**config.mk**
```make
export PLATFORM = sky130hd
export DESIGN_NAME = uart_baud_gen
export DESIGN_NICKNAME = d
export VERILOG_FILES = /design/src/rtl/uart_baud_pkg.sv /design/src/rtl/uart_baud_phase.sv /design/src/rtl/uart_baud_gen.sv
export SDC_FILE = /design/constraint.sdc
export NUM_CORES = 1
export LEC_CHECK = 0
export CAP_MARGIN = 15
export CORE_MARGIN = 2
export CORE_UTILIZATION = 38
export DETAILED_ROUTE_END_ITERATION = 10
export SETUP_SLACK_MARGIN = 0.3
export SYNTH_ARGS = -nofsm -noshare
export SYNTH_HDL_FRONTEND = slang
export SYNTH_SLANG_ARGS = --single-unit
```
**constraint.sdc**
```tcl
create_clock -name clk -period 3.4 [get_ports clk]
set_input_delay 0.34 -clock clk [delete_from_list [all_inputs] [get_ports clk]]
set_output_delay 0.34 -clock clk [all_outputs]
set_load 0.1 [all_outputs]
```
**src/rtl/uart_baud_pkg.sv**
```systemverilog
// Shared defaults and helpers for the UART baud-tick generator.
// The fractional divisor is built only when UART_BAUD_FRAC_EN is defined.
package uart_baud_pkg;

    localparam int DEF_DIV_W       = 16;
    localparam int DEF_FRAC_W      = 4;
    localparam int DEF_OSR         = 16;
    localparam int DEF_DEFAULT_DIV = 163;

    // Smallest usable integer divisor: a period of 1 would leave no idle
    // cycle between strobes.
    localparam int unsigned MIN_DIV = 2;

    // Clamp a requested integer divisor to the minimum supported value.
    function automatic int unsigned clamp_div(input int unsigned d);
        return (d < MIN_DIV) ? MIN_DIV : d;
    endfunction

endpackage

```
**src/rtl/uart_baud_phase.sv**
```systemverilog
// Oversample phase counter: counts os_tick strobes within one bit and
// raises bit_tick together with the os_tick that closes each bit.
// Takes the pre-register wrap strobe so bit_tick lines up with os_tick.
module uart_baud_phase
    import uart_baud_pkg::*;
#(
    parameter int OSR = DEF_OSR
) (
    input  logic                   clk,
    input  logic                   rst,
    input  logic                   wrap,
    input  logic                   resync,
    output logic [$clog2(OSR)-1:0] os_phase,
    output logic                   bit_tick
);

    localparam int PH_W = $clog2(OSR);
    localparam logic [PH_W-1:0] LAST_PHASE = PH_W'(OSR - 1);

    // Advance the phase on every wrap; the wrap leaving the last phase is the bit boundary.
    always_ff @(posedge clk or posedge rst) begin
        if (rst) begin
            os_phase <= '0;
            bit_tick <= 1'b0;
        end else if (resync) begin
            os_phase <= '0;
            bit_tick <= 1'b0;
        end else begin
            bit_tick <= wrap && (os_phase == LAST_PHASE);
            if (wrap) begin
                os_phase <= (os_phase == LAST_PHASE) ? '0 : os_phase + 1'b1;
            end
        end
    end

endmodule

```
**src/rtl/uart_baud_gen.sv**
```systemverilog
// Programmable UART baud-tick generator with a glitch-free runtime divisor
// change. Build option: define UART_BAUD_FRAC_EN to add the fractional
// accumulator; without it div_frac is ignored and period = integer divisor.
//
// Divisor handshake: a one-cycle div_load captures div_int/div_frac into a
// shadow register and marks it pending. The pending value becomes active at
// the next wrap (immediately on the next edge while en is low, or on a
// resync edge), and div_ack pulses for one cycle right after that commit.
// Loads that arrive before the commit simply overwrite the shadow value.
module uart_baud_gen
    import uart_baud_pkg::*;
#(
    parameter int DIV_W       = DEF_DIV_W,
    parameter int FRAC_W      = DEF_FRAC_W,
    parameter int OSR         = DEF_OSR,
    parameter int DEFAULT_DIV = DEF_DEFAULT_DIV
) (
    input  logic                   clk,
    input  logic                   rst,
    input  logic                   en,
    input  logic [DIV_W-1:0]       div_int,
    input  logic [FRAC_W-1:0]      div_frac,
    input  logic                   div_load,
    output logic                   div_ack,
    input  logic                   resync,
    output logic                   os_tick,
    output logic                   bit_tick,
    output logic [$clog2(OSR)-1:0] os_phase
);

    logic [DIV_W-1:0] cnt;
    logic [DIV_W-1:0] act_int;
    logic [DIV_W-1:0] shadow_int;
    logic             pending;
    logic             carry;
    logic [DIV_W:0]   period;
    logic             wrap;
    logic             commit;

    // The current period stretches by one cycle whenever the fraction
    // accumulator overflows on this wrap.
    assign period = {1'b0, act_int} + (DIV_W + 1)'(carry);
    assign wrap   = en && ({1'b0, cnt} == (period - 1'b1));
    assign commit = pending && (resync || wrap || !en);

`ifdef UART_BAUD_FRAC_EN
    logic [FRAC_W-1:0] acc;
    logic [FRAC_W-1:0] act_frac;
    logic [FRAC_W-1:0] shadow_frac;
    logic [FRAC_W:0]   frac_sum;

    assign frac_sum = {1'b0, acc} + {1'b0, act_frac};
    assign carry    = frac_sum[FRAC_W];

    // Fraction accumulator advances once per completed period.
    always_ff @(posedge clk or posedge rst) begin
        if (rst) begin
            acc <= '0;
        end else if (resync) begin
            acc <= '0;
        end else if (wrap) begin
            acc <= frac_sum[FRAC_W-1:0];
        end
    end

    // Shadow and active fraction follow the same load/commit rules as the integer part.
    always_ff @(posedge clk or posedge rst) begin
        if (rst) begin
            shadow_frac <= '0;
            act_frac    <= '0;
        end else begin
            if (commit) begin
                act_frac <= shadow_frac;
            end
            if (div_load) begin
                shadow_frac <= div_frac;
            end
        end
    end
`else
    logic unused_frac;

    assign carry       = 1'b0;
    assign unused_frac = ^div_frac;
`endif

    // Period counter and the registered oversampling strobe.
    always_ff @(posedge clk or posedge rst) begin
        if (rst) begin
            cnt     <= '0;
            os_tick <= 1'b0;
        end else if (resync) begin
            cnt     <= '0;
            os_tick <= 1'b0;
        end else if (en) begin
            os_tick <= wrap;
            cnt     <= wrap ? '0 : cnt + 1'b1;
        end else begin
            os_tick <= 1'b0;
        end
    end

    // Shadow capture, commit into the active divisor, and the ack pulse.
    always_ff @(posedge clk or posedge rst) begin
        if (rst) begin
            act_int    <= DIV_W'(DEFAULT_DIV);
            shadow_int <= '0;
            pending    <= 1'b0;
            div_ack    <= 1'b0;
        end else begin
            div_ack <= commit;
            if (commit) begin
                act_int <= DIV_W'(clamp_div(32'(shadow_int)));
            end
            if (div_load) begin
                shadow_int <= div_int;
                pending    <= 1'b1;
            end else if (commit) begin
                pending <= 1'b0;
            end
        end
    end

    uart_baud_phase #(
        .OSR(OSR)
    ) u_phase (
        .clk     (clk),
        .rst     (rst),
        .wrap    (wrap),
        .resync  (resync),
        .os_phase(os_phase),
        .bit_tick(bit_tick)
    );

endmodule

```
==> results.json, run 1 <==
{
  "post-route-drc-count": 0,
  "crit_type": "reg -> reg",
  "max_cap_violations": 0,
  "yosys-top-cells-count": "dfrtp_1 (52), mux2_2 (24), inv_1 (20), nand2_1 (18), a21oi_1 (17)",
  "routed-via-count": 2493,
  "syn2layout_area_growth_pct": 20.3,
  "dr.pass1.iters": 4,
  "r2r-end": "act_int[10]",
  "antenna_found_initial": 0,
  "startpoint_type": "flip-flop",
  "grt_overflow_total": 0,
  "drive_gt1_share_pct": 22.3,
  "numClockSinks": 56,
  "rrSetupSlack_ns": 0.38,
  "via_per_inst": 5.48,
  "leakage_nw": 1.50,
  "grt_pass1_vias": 2460,
  "diodes": 0,
  "critPathTopFamily": "simple AND/OR/NAND/NOR gates",
  "critPathMaxFanout": 5,
  "setup_viol": 0,
  "period_share_pct": 88.9,
  "fin_area_um2": 3770,
  "yosysMostFrequentCell": "dfrtp_1",
  "dp.cells": 437,
  "arrival_ns": 3.23,
  "synth_area_leaders": "dfrtp_1 (42%), mux2_2 (8.6%), dfstp_2 (3.4%)",
  "syn-instance-count": 310,
  "slew_headroom_pct": 35.7,
  "cpPeakStageDelay_ns": 0.58,
  "wirelength_mm": 7.30,
  "ys_seq_area_share_pct": 44.9,
  "p_int_mw": 1.06,
  "synth.net_count": 338,
  "hp-class": "in -> async",
  "rsz0062_at_grt": "true",
  "path_depth": 12,
  "wire_per_inst_um": 16.0,
  "nets": 377,
  "status": "finished, final reports clean",
  "row_count": 33,
  "yosysTopAreaCell": "dfrtp_1",
  "clk_pin_slew_ns": 0.10,
  "slew_viol_final": 0,
  "core_um2": 8090,
  "grt_use_total_pct": 17.6,
  "hold_viol": 0,
  "startpoint": "act_int[0]",
  "io_buffers": 27,
  "netlist_area_um2": 3130,
  "cp-end-kind": "flip-flop",
  "ys_types": 51,
  "pwr-share-comb_pct": 22.3,
  "synthFlopType": "dfrtp_1",
  "timing.final.crit_period_ns": 3.02,
  "die_h_um": 94.8,
  "avgSynthCellArea_um2": 10.1,
  "rr_worst_depth": 12,
  "switching_share_pct": 31.2,
  "synth_enable_flop_cells": 0,
  "cts_made_buffers": 5,
  "grt_pass1_wl_mm": 12.3,
  "ios": 32,
  "async_flop_share_pct": 100,
  "cts_hold_buf": 0,
  "vdd_drop_max_v": 0.000248,
  "h-tree-depth": 2,
  "timing.rr.start": "act_int[0]",
  "endpoint": "act_int[10]",
  "tightestPinTransition_ns": 0.962,
  "critPathBufInv": 3,
  "die_x_um": 94.8,
  "max-clock-path-buffers": 2,
  "power_frac_clock_pct": 24.3,
  "switchingPower_uw": 480,
  "layout.filler_cells": 773,
  "seq_power_share_pct": 53.4,
  "critPathSlowestCell": "or4_4",
  "final.setup.tns_ns": 0,
  "grt_max_degree": 32,
  "clock.fmax_mhz": 331,
  "critPathRequiredTime_ns": 3.60,
  "skew_ns": 0.00753,
  "synth_top_cell_area_share_pct": 41.6,
  "placed_area_um2": 3520,
  "yosys_register_bits": 56,
  "place.gp.congestion": 0.820,
  "synth_warnings": 0,
  "ant_nets": 0,
  "instances_no_fill": 455,
  "cts_tree": "yes",
  "start_util_pct": 38.7,
  "clkLatencyLatePin_ns": 0.31,
  "power_density_nw_per_um2": 409,
  "path_cells": "inv_2 -> ha_4 -> buf_4 -> nand2b_1 -> a211o_1 -> nand3_1 -> nand3b_1 -> or4_4 -> o211ai_4 -> buf_6 -> nand2_8 -> mux2_4",
  "cts_root_buf": "clkbuf_8",
  "dr.first_iter.drc_count": 95,
  "die_area_um2": 8980,
  "hpwl_mm": 5.25
}
power by group through the flow:
stage	Combinational (mW)	Clock, mW	Sequential, mW
CTS	0.326	0.381	0.819
global placement	0.301	0	0.825
global route	0.375	0.409	0.833
floorplan	0.255	0	0.788
finish	0.344	0.374	0.822
detailed placement	0.309	0	0.827
routing by layer:
layer  vias up  track usage (%)  share of wire, %
li1       1206                -                 -
met1      1257             24.8                48
met2        26             28.5                49
met3         4             2.63               2.4
met4         0             4.11              0.79
met5         -                0                 0
area by class of cell:
class                           instances  area (um^2)  share of cell area [%]
Timing Repair Buffer                   43          405                    10.8
Clock buffer                            6         72.6                    1.93
Clock inverter                          2         16.3                   0.432
Sequential cell                        56         1410                    37.4
Inverter                               20         75.1                    1.99
Multi-Input combinational cell        223         1660                    44.0
Tap cell                              105          131                    3.49
timing repair:
action | CTS | global route
setup endpoints to repair | 21 | 27
setup buffers | 3 | 5
endpoints found under the hold margin | 0 | 0
resized for setup | 9 | 9
cloned | 2 | 0
pin swaps | 3 | 5
registers in the layout (all words and copies together), names as in the netlist:
signal	flops
act_int	16
os_tick	1
shadow_int	16
cnt	16
div_ack	1
u_phase.bit_tick	1
u_phase.os_phase	4
pending	1
worst min path at each step:
stage	start	to	slack, ns
3_3_place_gp	act_int[1]	act_int[1]	0.49
3_5_place_dp	act_int[1]	act_int[1]	0.50
6_report	rst	cnt[14]	0.45
2_1_floorplan	shadow_int[0]	act_int[0]	0.46
5_1_grt	rst	pending	0.50
4_1_cts	rst	act_int[14]	0.47
cells by family after synthesis:
kind of cell	share of synthesized area, %
buffers and inverters	4.59
AO/OA/AOI/OAI	11.4
XOR/XNOR	5.31
multiplexers	12.6
AND/OR/NAND/NOR	20.0
adder cells (fa/ha/maj)	1.20
flip-flops	44.9
through the flow:
stage	power (mW)	hold WS, ns	utilization (%)	setup WS (ns)
floorplan	1.04	0.463	-	0.423
global placement	1.13	0.489	43.6	0.207
detailed placement	1.14	0.496	43.6	0.147
CTS	1.53	0.471	45.7	0.303
global route	1.62	0.502	46.6	0.265
finish	1.54	0.448	46.6	0.378
layout by cell type (no fill, tap or decap), drive strengths merged, types with 2 or more instances in the layout:
cell / n
nor2: 15
clkbuf: 6
dfstp: 4
a21oi: 17
mux2: 31
o22a: 3
or4: 3
nand3: 14
o22ai: 6
a31oi: 3
nand3b: 2
xor2: 8
inv: 20
or3: 8
nand2: 21
nand4: 8
clkdlybuf4s50: 27
nand2b: 4
buf: 16
o21ai: 13
a211oi: 2
xnor2: 11
nor4: 7
mux2i: 2
nor3: 13
ha: 3
and3: 6
dfrtp: 52
nor3b: 5
Note: power is estimated with default switching activity, not from simulation.
==> inputs of run 2 (changes only) <==
PLACE_DENSITY_LB_ADDON = 0.3   (was unset)
==> run 2 against run 1 <==
Against the previous run: clock power is 1% higher; hold slack got worse by 0.15 ns; worst setup slack got worse by 0.033 ns; wire length is 2.5% lower; flip-flop and latch count stayed put; global-route usage is 0.31 points lower; critical path type unchanged; largest power group unchanged.
==> results.json, run 2 (synthesis results as in run 1) <==
{
  "antenna_found_initial": 0,
  "h-tree-depth": 2,
  "cts_hold_buf": 0,
  "leakage_nw": 1.51,
  "tightestPinTransition_ns": 0.960,
  "hold_viol": 0,
  "period_share_pct": 89.9,
  "critPathSlowestCell": "or4_4",
  "vdd_drop_max_v": 0.000161,
  "routed-via-count": 2451,
  "start_util_pct": 38.7,
  "nets": 376,
  "die_x_um": 94.8,
  "rrSetupSlack_ns": 0.34,
  "status": "finished, final reports clean",
  "critPathMaxFanout": 5,
  "dr.first_iter.drc_count": 136,
  "power_frac_clock_pct": 24.4,
  "fin_util_pct": 46.7,
  "critPathRequiredTime_ns": 3.61,
  "cpPeakStageDelay_ns": 0.58,
  "max_cap_violations": 0,
  "rsz0062_at_grt": "true",
  "clk_pin_slew_ns": 0.10,
  "cts_root_buf": "clkbuf_8",
  "p_int_mw": 1.07,
  "cts_tree": "yes",
  "crit_type": "reg -> reg",
  "skew_ns": 0.00769,
  "post-route-drc-count": 0,
  "seq_power_share_pct": 52.8,
  "wirelength_mm": 7.12,
  "critPathBufInv": 2,
  "grt_pass1_vias": 2462,
  "cp-end-kind": "flip-flop",
  "wire_per_inst_um": 15.7,
  "grt_max_degree": 25,
  "path_cells": "inv_2 -> ha_4 -> or4b_4 -> nor3_4 -> a31oi_2 -> nand3b_1 -> or4_4 -> o211ai_4 -> nand2_8 -> buf_12 -> mux2_4",
  "startpoint_type": "flip-flop",
  "hpwl_mm": 5.22,
  "final_common_cell": "dfrtp_1",
  "grt_use_total_pct": 17.3,
  "switching_share_pct": 31.2,
  "core_um2": 8090,
  "slew_viol_final": 0,
  "grt_pass1_wl_mm": 12.0,
  "setup_viol": 0,
  "hp-class": "in -> async",
  "cts_made_buffers": 5,
  "via_per_inst": 5.40,
  "clkLatencyLatePin_ns": 0.32,
  "die_h_um": 94.8,
  "place.gp.congestion": 0.806,
  "max-clock-path-buffers": 2,
  "die_area_um2": 8980,
  "pwr-share-comb_pct": 22.7,
  "final.setup.tns_ns": 0,
  "diodes": 0,
  "syn2layout_area_growth_pct": 20.7,
  "reg_top3": "act_int: 16 flops, cnt: 16 flops, shadow_int: 16 flops",
  "final_cell_mix": "dfrtp_1 (50), clkdlybuf4s50_1 (27), mux2_2 (24), nand2_1 (18), inv_1 (17)",
  "ant_nets": 0,
  "row_count": 33,
  "clock.fmax_mhz": 327,
  "numClockSinks": 56,
  "switchingPower_uw": 484,
  "holdWs_ns": 0.301,
  "arrival_ns": 3.27,
  "ios": 32,
  "grt_overflow_total": 0,
  "power_density_nw_per_um2": 411,
  "critPathTopFamily": "simple AND/OR/NAND/NOR gates",
  "io_buffers": 27,
  "slew_headroom_pct": 35.8,
  "drive_gt1_share_pct": 22.3,
  "timing.final.crit_period_ns": 3.06,
  "fin_area_um2": 3780,
  "placed_area_um2": 3520,
  "dr.pass1.iters": 4
}
[run 2: cell count changes in the layout (fill, tap and decap cells not counted), sizes merged]
cell and delta:
nand2 -2, clkinv +1, clkinvlp -1, inv +1
[run 2: power groups by stage]
stage	Combinational, mW	Sequential [mW]	Clock, mW
5_1_grt	0.386	0.831	0.419
3_3_place_gp	0.300	0.824	0
6_report	0.353	0.820	0.379
4_1_cts	0.328	0.817	0.392
2_1_floorplan	0.255	0.788	0
3_5_place_dp	0.309	0.825	0
[run 2: path summary, 6_finish.rpt]
path,from,end,cells after the start
worst max-delay path,act_int[0],act_int[9],11
worst min-delay path,rst,act_int[14],2
worst max register to register,act_int[0],act_int[9],11
worst min register to register,shadow_int[0],act_int[0],2
max in group asynchronous,rst,act_int[5],3
min in group clk,shadow_int[0],act_int[0],2
[run 2: repair_timing]
action                                  in CTS  in global routing
resized for setup                            7                  8
buffers inserted                             3                  5
gates cloned                                 0                  1
endpoints found under the setup margin      23                 26
pin swaps                                    2                  6
endpoints found under the hold margin        0                  0
[run 2: per-layer routing]
metal | share of wire (%) | routed length, um | global-route usage (%) | vias to the layer above
li1 | - | - | - | 1200
met1 | 47 | 3340 | 24.0 | 1194
met2 | 48 | 3430 | 27.7 | 49
met3 | 3.5 | 248 | 2.71 | 8
met4 | 1.4 | 97 | 5.43 | 0
met5 | 0 | 0 | 0 | -
[run 2: stage by stage]
stage	cells	worst slack (ns)	power, mW
4_1_cts	448	0.307	1.54
2_1_floorplan	310	0.423	1.04
5_1_grt	454	0.240	1.64
3_5_place_dp	437	0.151	1.13
3_3_place_gp	437	0.217	1.12
6_report	454	0.345	1.55
[run 2: layout make-up]
cell class	instances	area, um^2
flip-flops and latches	56	1410
fillers	763	4310
clock buffers	5	68.8
clock inverters	3	22.5
inverters	20	77.6
repair buffers	44	432
well taps	105	131
multi-input cells	221	1640
